<file path="config.mk">
export PLATFORM = sky130hd
export DESIGN_NAME = lcd_clock_formatter
export DESIGN_NICKNAME = d
export VERILOG_FILES = /design/src/rtl/lcd_pkg.sv /design/src/rtl/lcd_tick_gen.sv /design/src/rtl/lcd_clock_formatter.sv
export SDC_FILE = /design/constraint.sdc
export NUM_CORES = 1
export LEC_CHECK = 0
export CAP_MARGIN = 25
export CORE_MARGIN = 2
export CORE_UTILIZATION = 25
export CTS_CLUSTER_SIZE = 20
export DETAILED_ROUTE_END_ITERATION = 8
export HOLD_SLACK_MARGIN = 0.05
export PLACE_DENSITY = 0.42
export SLEW_MARGIN = 20
export SYNTH_ARGS = -nofsm -noshare
export SYNTH_HDL_FRONTEND = slang
export SYNTH_HIERARCHICAL = 1
export SYNTH_SLANG_ARGS = --single-unit
</file>
<file path="constraint.sdc">
create_clock -name clk -period 2.2 [get_ports clk]
set_input_delay 0.33 -clock clk [delete_from_list [all_inputs] [get_ports clk]]
set_output_delay 0.33 -clock clk [all_outputs]
set_load 0.01 [all_outputs]
</file>
<file path="src/rtl/lcd_pkg.sv">
// Shared constants for the LCD clock formatter: ASCII codes, screen positions
// and the set_mode field encodings.
package lcd_pkg;

   localparam logic [7:0] ASCII_SPACE = 8'h20;
   localparam logic [7:0] ASCII_COLON = 8'h3A;
   localparam logic [7:0] ASCII_QMARK = 8'h3F;
   localparam logic [7:0] ASCII_ZERO  = 8'h30;

   // Character positions of the variable fields; line 2 starts at 16.
   localparam logic [4:0] POS_HOUR_T   = 5'd6;
   localparam logic [4:0] POS_HOUR_O   = 5'd7;
   localparam logic [4:0] POS_COLON_HM = 5'd8;
   localparam logic [4:0] POS_MIN_T    = 5'd9;
   localparam logic [4:0] POS_MIN_O    = 5'd10;
   localparam logic [4:0] POS_COLON_MS = 5'd11;
   localparam logic [4:0] POS_SEC_T    = 5'd12;
   localparam logic [4:0] POS_SEC_O    = 5'd13;
   localparam logic [4:0] POS_AHOUR_T  = 5'd22;
   localparam logic [4:0] POS_AHOUR_O  = 5'd23;
   localparam logic [4:0] POS_COLON_AL = 5'd24;
   localparam logic [4:0] POS_AMIN_T   = 5'd25;
   localparam logic [4:0] POS_AMIN_O   = 5'd26;
   localparam logic [4:0] POS_ONOFF    = 5'd28;
   localparam logic [4:0] POS_LAST     = 5'd31;

   typedef enum logic [2:0] {
      MODE_NONE  = 3'd0,
      MODE_HOUR  = 3'd1,
      MODE_MIN   = 3'd2,
      MODE_SEC   = 3'd3,
      MODE_AHOUR = 3'd4,
      MODE_AMIN  = 3'd5
   } set_mode_e;

   function automatic logic [7:0] bcd_to_ascii(input logic [3:0] nibble);
      if (nibble > 4'd9) begin
         return ASCII_QMARK;
      end
      return ASCII_ZERO + {4'h0, nibble};
   endfunction

endpackage

</file>
<file path="src/rtl/lcd_tick_gen.sv">
// Free-running divider producing a one-cycle en_clk strobe every EN_DIV clocks.
module lcd_tick_gen
   import lcd_pkg::*;
#(
   parameter int unsigned EN_DIV = 50000
) (
   input  logic clk,
   input  logic rst,
   output logic en_clk
);

   localparam int unsigned CW = (EN_DIV > 1) ? $clog2(EN_DIV) : 1;
   localparam logic [CW-1:0] CNT_MAX = CW'(EN_DIV - 1);

   logic [CW-1:0] cnt_q;
   logic [CW-1:0] cnt_d;

   always_comb begin
      cnt_d = cnt_q + CW'(1);
      if (cnt_q == CNT_MAX) begin
         cnt_d = '0;
      end
   end

   always_ff @(posedge clk or negedge rst) begin
      if (!rst) begin
         cnt_q <= '0;
      end else begin
         cnt_q <= cnt_d;
      end
   end

   // Strobe decoded straight from the counter flop, so it is low in reset.
   assign en_clk = (cnt_q == CNT_MAX);

endmodule

</file>
<file path="src/rtl/lcd_clock_formatter.sv">
// Turns a snapshotted time/alarm into the 32 ASCII characters of a 2x16 LCD,
// blinking the field being edited and pacing the LCD driver with en_clk.
module lcd_clock_formatter
   import lcd_pkg::*;
#(
   parameter int unsigned EN_DIV       = 50000,
   parameter int unsigned BLINK_FRAMES = 16
) (
   input  logic       clk,
   input  logic       rst,
   input  logic [4:0] index_char,
   input  logic [7:0] hour_bcd,
   input  logic [7:0] min_bcd,
   input  logic [7:0] sec_bcd,
   input  logic [7:0] alarm_hour_bcd,
   input  logic [7:0] alarm_min_bcd,
   input  logic       alarm_on,
   input  logic [2:0] set_mode,
   output logic       en_clk,
   output logic [7:0] data_char
);

   localparam logic [7:0] FRAME_LAST = 8'(BLINK_FRAMES - 1);

   logic [4:0] prev_idx_q,  prev_idx_d;
   logic       first_q,     first_d;
   logic [7:0] snap_hour_q, snap_hour_d;
   logic [7:0] snap_min_q,  snap_min_d;
   logic [7:0] snap_sec_q,  snap_sec_d;
   logic [7:0] snap_ah_q,   snap_ah_d;
   logic [7:0] snap_am_q,   snap_am_d;
   logic       snap_on_q,   snap_on_d;
   logic [2:0] mode_q,      mode_d;
   logic [7:0] frame_cnt_q, frame_cnt_d;
   logic       blink_q,     blink_d;
   logic [7:0] data_char_q, data_char_d;

   logic frame_wrap;
   logic snap_load;
   logic mode_change;

   lcd_tick_gen #(
      .EN_DIV (EN_DIV)
   ) u_tick (
      .clk    (clk),
      .rst    (rst),
      .en_clk (en_clk)
   );

   // A frame boundary is the driver stepping from the last position back to 0;
   // the snapshot only moves there so a frame never mixes two input values.
   always_comb begin
      prev_idx_d  = index_char;
      frame_wrap  = (prev_idx_q == POS_LAST) && (index_char == 5'd0);
      snap_load   = frame_wrap || first_q;
      first_d     = 1'b0;
      snap_hour_d = snap_hour_q;
      snap_min_d  = snap_min_q;
      snap_sec_d  = snap_sec_q;
      snap_ah_d   = snap_ah_q;
      snap_am_d   = snap_am_q;
      snap_on_d   = snap_on_q;
      if (snap_load) begin
         snap_hour_d = hour_bcd;
         snap_min_d  = min_bcd;
         snap_sec_d  = sec_bcd;
         snap_ah_d   = alarm_hour_bcd;
         snap_am_d   = alarm_min_bcd;
         snap_on_d   = alarm_on;
      end
   end

   // Changing the edited field restarts the blink visible, overriding any
   // toggle that would happen on the same frame boundary.
   always_comb begin
      mode_d      = set_mode;
      mode_change = (set_mode != mode_q);
      frame_cnt_d = frame_cnt_q;
      blink_d     = blink_q;
      if (mode_change) begin
         frame_cnt_d = 8'd0;
         blink_d     = 1'b0;
      end else if (frame_wrap) begin
         if (frame_cnt_q == FRAME_LAST) begin
            frame_cnt_d = 8'd0;
            blink_d     = ~blink_q;
         end else begin
            frame_cnt_d = frame_cnt_q + 8'd1;
         end
      end
   end

   logic [7:0] hour_t, hour_o, min_t, min_o, sec_t, sec_o;
   logic [7:0] ah_t, ah_o, am_t, am_o;
   logic       blank_hour, blank_min, blank_sec, blank_ah, blank_am;

   always_comb begin
      blank_hour = blink_q && (mode_q == MODE_HOUR);
      blank_min  = blink_q && (mode_q == MODE_MIN);
      blank_sec  = blink_q && (mode_q == MODE_SEC);
      blank_ah   = blink_q && (mode_q == MODE_AHOUR);
      blank_am   = blink_q && (mode_q == MODE_AMIN);
      hour_t = blank_hour ? ASCII_SPACE : bcd_to_ascii(snap_hour_q[7:4]);
      hour_o = blank_hour ? ASCII_SPACE : bcd_to_ascii(snap_hour_q[3:0]);
      min_t  = blank_min  ? ASCII_SPACE : bcd_to_ascii(snap_min_q[7:4]);
      min_o  = blank_min  ? ASCII_SPACE : bcd_to_ascii(snap_min_q[3:0]);
      sec_t  = blank_sec  ? ASCII_SPACE : bcd_to_ascii(snap_sec_q[7:4]);
      sec_o  = blank_sec  ? ASCII_SPACE : bcd_to_ascii(snap_sec_q[3:0]);
      ah_t   = blank_ah   ? ASCII_SPACE : bcd_to_ascii(snap_ah_q[7:4]);
      ah_o   = blank_ah   ? ASCII_SPACE : bcd_to_ascii(snap_ah_q[3:0]);
      am_t   = blank_am   ? ASCII_SPACE : bcd_to_ascii(snap_am_q[7:4]);
      am_o   = blank_am   ? ASCII_SPACE : bcd_to_ascii(snap_am_q[3:0]);
   end

   // Screen layout: "TIME  HH:MM:SS  " then "ALARM HH:MM ON  " / "ALARM HH:MM OFF ".
   always_comb begin
      data_char_d = ASCII_SPACE;
      case (index_char)
         5'd0:         data_char_d = "T";
         5'd1:         data_char_d = "I";
         5'd2:         data_char_d = "M";
         5'd3:         data_char_d = "E";
         5'd4:         data_char_d = ASCII_SPACE;
         5'd5:         data_char_d = ASCII_SPACE;
         POS_HOUR_T:   data_char_d = hour_t;
         POS_HOUR_O:   data_char_d = hour_o;
         POS_COLON_HM: data_char_d = ASCII_COLON;
         POS_MIN_T:    data_char_d = min_t;
         POS_MIN_O:    data_char_d = min_o;
         POS_COLON_MS: data_char_d = ASCII_COLON;
         POS_SEC_T:    data_char_d = sec_t;
         POS_SEC_O:    data_char_d = sec_o;
         5'd14:        data_char_d = ASCII_SPACE;
         5'd15:        data_char_d = ASCII_SPACE;
         5'd16:        data_char_d = "A";
         5'd17:        data_char_d = "L";
         5'd18:        data_char_d = "A";
         5'd19:        data_char_d = "R";
         5'd20:        data_char_d = "M";
         5'd21:        data_char_d = ASCII_SPACE;
         POS_AHOUR_T:  data_char_d = ah_t;
         POS_AHOUR_O:  data_char_d = ah_o;
         POS_COLON_AL: data_char_d = ASCII_COLON;
         POS_AMIN_T:   data_char_d = am_t;
         POS_AMIN_O:   data_char_d = am_o;
         5'd27:        data_char_d = ASCII_SPACE;
         POS_ONOFF:    data_char_d = "O";
         5'd29:        data_char_d = snap_on_q ? "N" : "F";
         5'd30:        data_char_d = snap_on_q ? ASCII_SPACE : "F";
         5'd31:        data_char_d = ASCII_SPACE;
         default:      data_char_d = ASCII_SPACE;
      endcase
   end

   // first_q resets high so the snapshot also loads on the first clock out of reset.
   always_ff @(posedge clk or negedge rst) begin
      if (!rst) begin
         prev_idx_q  <= 5'd0;
         first_q     <= 1'b1;
         snap_hour_q <= 8'h00;
         snap_min_q  <= 8'h00;
         snap_sec_q  <= 8'h00;
         snap_ah_q   <= 8'h00;
         snap_am_q   <= 8'h00;
         snap_on_q   <= 1'b0;
         mode_q      <= 3'd0;
         frame_cnt_q <= 8'd0;
         blink_q     <= 1'b0;
         data_char_q <= ASCII_SPACE;
      end else begin
         prev_idx_q  <= prev_idx_d;
         first_q     <= first_d;
         snap_hour_q <= snap_hour_d;
         snap_min_q  <= snap_min_d;
         snap_sec_q  <= snap_sec_d;
         snap_ah_q   <= snap_ah_d;
         snap_am_q   <= snap_am_d;
         snap_on_q   <= snap_on_d;
         mode_q      <= mode_d;
         frame_cnt_q <= frame_cnt_d;
         blink_q     <= blink_d;
         data_char_q <= data_char_d;
      end
   end

   assign data_char = data_char_q;

endmodule

</file>
### Yosys cells after proc, flatten, opt, wreduce, memory -nomap -nowiden

Index checks and enable logic that the tools add are counted.

| storage, ports and cells | value |
|---|---|
| logic and storage cells | 141 |
| bits in registers | 83 |
| input bits | 51 |
| output and inout bits | 9 |

| operators by class | value |
|---|---|
| magnitude comparators | 10 |
| $add $sub $neg | 12 |
| equality and inequality tests | 40 |
| reductions and logical operators | 15 |
| mux-type cells | 50 |
| bitwise operators | 1 |

Operator list:

| kind | count |
|---|---|
| $mux W8 | 33 |
| $pmux W8 S22 | 1 |
| $eq A5 B5 Y1 const B | 17 |
| $add A6 B4 Y7 const A | 10 |
| $eq A5 B4 Y1 const B | 8 |
| $gt A4 B4 Y1 const B | 10 |
| $eq A5 B3 Y1 const B | 4 |
| $add A16 B1 Y16 const B | 1 |
| $eq A16 B16 Y1 const B | 1 |
| $mux W16 | 1 |
| $mux W1 | 13 |
| $eq A5 B2 Y1 const B | 2 |
| $add A8 B1 Y8 const B | 1 |
| $eq A8 B4 Y1 const B | 1 |
| $mux W7 | 1 |
| $reduce_or A7 Y1 | 1 |
| $eq A3 B2 Y1 const B | 2 |
| $eq A3 B3 Y1 const B | 2 |
| $logic_and A1 B1 Y1 | 6 |
| $eq A5 B1 Y1 const B | 1 |
| $logic_not A5 Y1 | 1 |
| $mux W4 | 1 |
| $reduce_bool A2 Y1 | 2 |
| $reduce_or A2 Y1 | 2 |
| other kinds (6) | 6 |

### Depth between registers and ports, before layout

| depth | value |
|---|---|
| depth in word-level cells | 5 |
| mapped depth | 7 |
| mapped depth without buffers | 6 |

### Modules after synthesis

The synthesis kept the hierarchy.

Modules (own cells, without submodules):

| module | cells each | seq. area each (um2) | times used | area an instance (um2) |
|---|---|---|---|---|
| lcd_clock_formatter | 317 | 1,654.1 | 1 | 3,403.3 |
| lcd_tick_gen | 67 | 400.4 | 1 | 762.0 |

### Worst setup path before layout

OpenSTA, ideal clock, no wires.

| timing path | value |
|---|---|
| path type | input-to-reg |
| start point | input index_char[4] |
| end point | register snap_ah_q[0] |
| required time | 2.075 ns |
| buffers on the path | 2 |
| arrival time | 1.888 ns |
| slack | 0.187 ns |
| stages | 6 |
| setup time | 0.125 ns |
| cell sequence | buf_6 > or4b_4 > nor4_4 > nor2_4 > buf_6 > mux2_2 |

| on the way | value |
|---|---|
| cells in the longest elaborated chain, start to end | 3 |

RTL lines:

| what | RTL line | RTL |
|---|---|---|
| from (decl) | lcd_clock_formatter.sv:11 | `input logic [4:0] index_char,` |
| $logic_not A5 Y1 | lcd_clock_formatter.sv:54 | `frame_wrap = (prev_idx_q == POS_LAST) && (index_char == 5'd0);` |
| $logic_and A1 B1 Y1 | lcd_clock_formatter.sv:54 |  |
| $logic_or A1 B1 Y1 | lcd_clock_formatter.sv:55 | `snap_load = frame_wrap \|\| first_q;` |
| to (signal assigned) | lcd_clock_formatter.sv:176 | `snap_ah_q <= snap_ah_d;` |
| to (decl) | lcd_clock_formatter.sv:30 | `logic [7:0] snap_ah_q, snap_ah_d;` |

Every way passes these cells.
A chain may end at the register's enable or synchronous reset.

### Worst setup path after layout

| timing path | value |
|---|---|
| start point | input index_char[4] |
| end point | register frame_cnt_q[5] |

| on the way | value |
|---|---|
| cells in the longest elaborated chain, start to end | 3 |

RTL lines:

| what | RTL line | RTL |
|---|---|---|
| $logic_not A5 Y1 | lcd_clock_formatter.sv:54 |  |
| $logic_and A1 B1 Y1 | lcd_clock_formatter.sv:54 |  |
| $reduce_bool A2 Y1 (no source line) | - |  |
| to (signal assigned) | lcd_clock_formatter.sv:180 | `frame_cnt_q <= frame_cnt_d;` |
| to (decl) | lcd_clock_formatter.sv:34 | `logic [7:0] frame_cnt_q, frame_cnt_d;` |

Every way passes these cells.

==> summary.md <==
| Metric | Value |
|---|---|
| Status | `completed` |
| Starting Density | `25.4%` |
| Core region area | `around 16000 sq um` |
| Fin nets | `around 530` |
| Placed cell count | `roughly 680` |
| Vias in the first global route | `approximately 3400` |
| Clock sink count | `between 80 and 90` |
| Crit. path cell count | `6` |
| Cell variety after synth | `65` |
| Worst-Skew Late Latency | `approximately 350 ps` |
| Post-Layout Cell Count | `approximately 700` |
| DRT iter0 DRCs | `around 120` |
| Post-synthesis sequential area ratio | `between 40% and 50%` |
| Critical Path Fanout Max | `6` |
| Total GRT Usage | `12.3%` |
| Fraction of layout cells with a size suffix above 1 | `between 20% and 30%` |
| Area Growth Syn to Fin | `34.1%` |
| CTS clock-pin slew for the worst setup and hold paths | `60 ps` |
| CP top delay family | `simple AND/OR/NAND/NOR gates` |
| Syn avg cell area | `10.8 sq um` |
| Slew HR | `~66%` |
| WL per Instance | `between 10 and 15 microns` |
| Inserted Clock Buffers | `9` |
| Synth Flop Type | `dfrtp_1` |
| Pre-antenna DRT Iters | `4` |
| Worst Hold Class | `in -> async` |
| FF-to-FF End | `data_char[2]` |
| Max_cap viols | `0` |
| Critical path buffers and inverters | `2` |
| Vias per cell | `4.64` |
| Pin count of the biggest net entering global routing | `between 50 and 60` |
| Crit end category | `flop` |
| Rows | `47` |
| Bufs on Longest Clock Path | `2` |
| Postcts setup bufs | `0` |
| Via count | `3253` |
| Synthesized area | `around 4200 sq um` |
| H-tree Lvls | `3` |
| Final Slew Violations | `0` |
| Period Utilization, post-route | `around 90%` |
| Crit-path max cell delay | `between 500 and 600 ps` |
| Worst EP required | `about 2400 ps` |
| Max Freq | `approximately 490 MHz` |
| CP endpoint | `frame_cnt_q[5]` |
| Most frequent cells in the layout | `dfrtp_1 (80), clkdlybuf4s50_1 (56), mux2_2 (42)` |
| Die Wd | `133 microns` |
| WP data arrival | `approximately 2300 ps` |
| R2r worst-path depth | `7` |
| Final ANT Viol Nets | `0` |
| Clk_skew | `6.85 ps` |
| Crit start category | `primary input` |
| Final Total Pwr | `approximately 0.0037 W` |
| Final setup vio count | `0` |
| Ant diodes | `0` |
| I/O Buffers | `between 50 and 60` |
| Hold Violations, Final | `0` |
| Worst R2R Start | `blink_q` |
| Fin util | `34.0%` |
| Fillers | `roughly 1600` |
| Minimum clock period | `slightly above 2000 ps` |
| CP Class | `in -> reg` |
| Final Worst Setup Slack | `163 ps` |
| Detailed Route WL | `between 10000 and 15000 microns` |
| Register area | `between 2000 and 2500 sq um` |
| Gate Count Post-Synth | `384` |
| CTS tree | `built` |
| Asr flop ratio synth | `between 90% and 100%` |
| DRC errors left | `0` |
| Pwr dens | `between 600 and 700 nW/um^2` |
| Pleak | `between 2 and 2.5 nW` |
| First-pass GRT wire length | `between 15000 and 20000 microns` |
| Maximum VDD drop | `roughly 0.36 mV` |
| Commonest non-fill, non-tap cell in the layout | `dfrtp_1` |
| Ports | `60` |
| Critical Path Source | `index_char[4]` |
| Clk root buf | `clkbuf_16` |
| Area of the multi-input gates | `1990 sq um` |
| Overflow after GRT | `0` |
| Final TNS setup | `0 ps` |
| Die ar. | `17700 sq um` |
| Post-DP HPWL | `between 7000 and 8000 microns` |
| Critical path cell sequence | `clkdlybuf4s50_1 > or4b_4 > nor4_4 > buf_4 > o21ai_0 > o41ai_1` |
| Post-synth EDFFs | `0` |
| Slew @ Worst Pin | `slightly above 500 ps` |
| Chip height | `approximately 130 microns` |
| Pre-CTS WS | `-201 ps` |
| Unrepaired setup endpoints after global routing | `false` |
| Flops & latches, synth | `~80` |
| R2R setup slack | `approximately 200 ps` |
| Initial antenna violation count | `0` |
| Gp weighted congestion | `roughly 0.8` |
| Slowest CP cell | `or4b_4` |
| Syn. warnings | `6` |
[metal layers]
| metal | up-vias | global-route usage, % | routed length (microns) |
|---|---|---|---|
| li1 | 1605 | - | - |
| met1 | 1579 | 15.5 | 4640 |
| met2 | 57 | 19.9 | 4830 |
| met3 | 12 | 4.10 | 478 |
| met4 | 0 | 4.18 | 153 |
| met5 | - | 0 | 0 |
[registers in the layout, summed over array words and instances (netlist names), 3 cells and up]
register / cells
snap_hour_q: 8
prev_idx_q: 5
u_tick/cnt_q: 16
snap_ah_q: 8
frame_cnt_q: 8
snap_am_q: 8
data_char: 7
snap_sec_q: 8
mode_q: 3
snap_min_q: 8
[cell usage after synthesis, drive strengths merged, types with 5 or more instances]
master  count  area [sq um]
and3        5          32.5
dfrtp      80          2000
xor2       10          87.6
nor2       31           124
o22ai       7          43.8
nand3      17          85.1
a21oi      29           145
and4        5          46.3
xnor2       9          78.8
o21a        8          60.1
o21ai      17          85.1
clkbuf      7          26.3
nand4       6          37.5
buf        10          87.6
inv         5          18.8
mux2       42           473
nand2      24          90.1
[logic make-up (layout without fill, tap and decap cells)]
group | after synthesis | count (layout) | share of synthesized area, %
muxes | 45 | 45 | 12.1
buffers and inverters | 22 | 118 | 3.18
xor gates and xnor gates | 19 | 19 | 4.00
and+or+nand+nor | 122 | 122 | 16.7
other | 1 | 2 | 0.0900
adders and majority gates | 2 | 2 | 0.601
DFF | 82 | 82 | 49.3
AOI/OAI and AO/OA | 91 | 91 | 14.1
[where the power goes]
group	internal [W]	leakage, nW	switching, W	total [W]
Combinational	0.000308	1.14	0.000217	0.000525
Sequential	0.00161	1.00	0.0000848	0.00170
Clock	0.000938	0.150	0.000588	0.00153
Total	0.00286	2.29	0.000889	0.00375
[worst reg2reg max path: cells and delay by family, from the launching register on]
| kind | cells | cell delay, ps |
|---|---|---|
| compound gates | 1 | 520 |
| buf+inv | 2 | 370 |
| flops | 1 | 450 |
| simple gates | 4 | 540 |
[final cells by class]
type / instances / area share [%]
Sequential cell: 82 / 36.8
Multi-Input combinational cell: 281 / 35.6
Timing Repair Buffer: 97 / 17.0
Tap cell: 220 / 4.93
Clock buffer: 13 / 4.66
Clock inverter: 3 / 0.717
Inverter: 5 / 0.336
[timing repair]
item,4_1_cts,5_1_grt
endpoints found under the hold margin,30,0
gates resized for setup,2,1
hold buffers,1,0
endpoints found under the setup margin,1,1
pin swaps,1,0
[worst min path at each step]
| stage | startpoint | endpoint |
|---|---|---|
| detailed placement | rst | data_char[6] |
| global route | set_mode[0] | mode_q[0] |
| CTS | set_mode[0] | mode_q[0] |
| floorplan | rst | blink_q |
| finish | rst | data_char[6] |
| global placement | rst | data_char[6] |
[per-stage QoR]
stage | hold slack (ps) | instance area [sq um]
2_1_floorplan | 34.4 | 4170
3_3_place_gp | 306 | 5270
3_5_place_dp | 303 | 5270
4_1_cts | 463 | 5580
5_1_grt | 482 | 5590
6_report | 467 | 5590
Note: power is estimated with default switching activity, not from simulation.
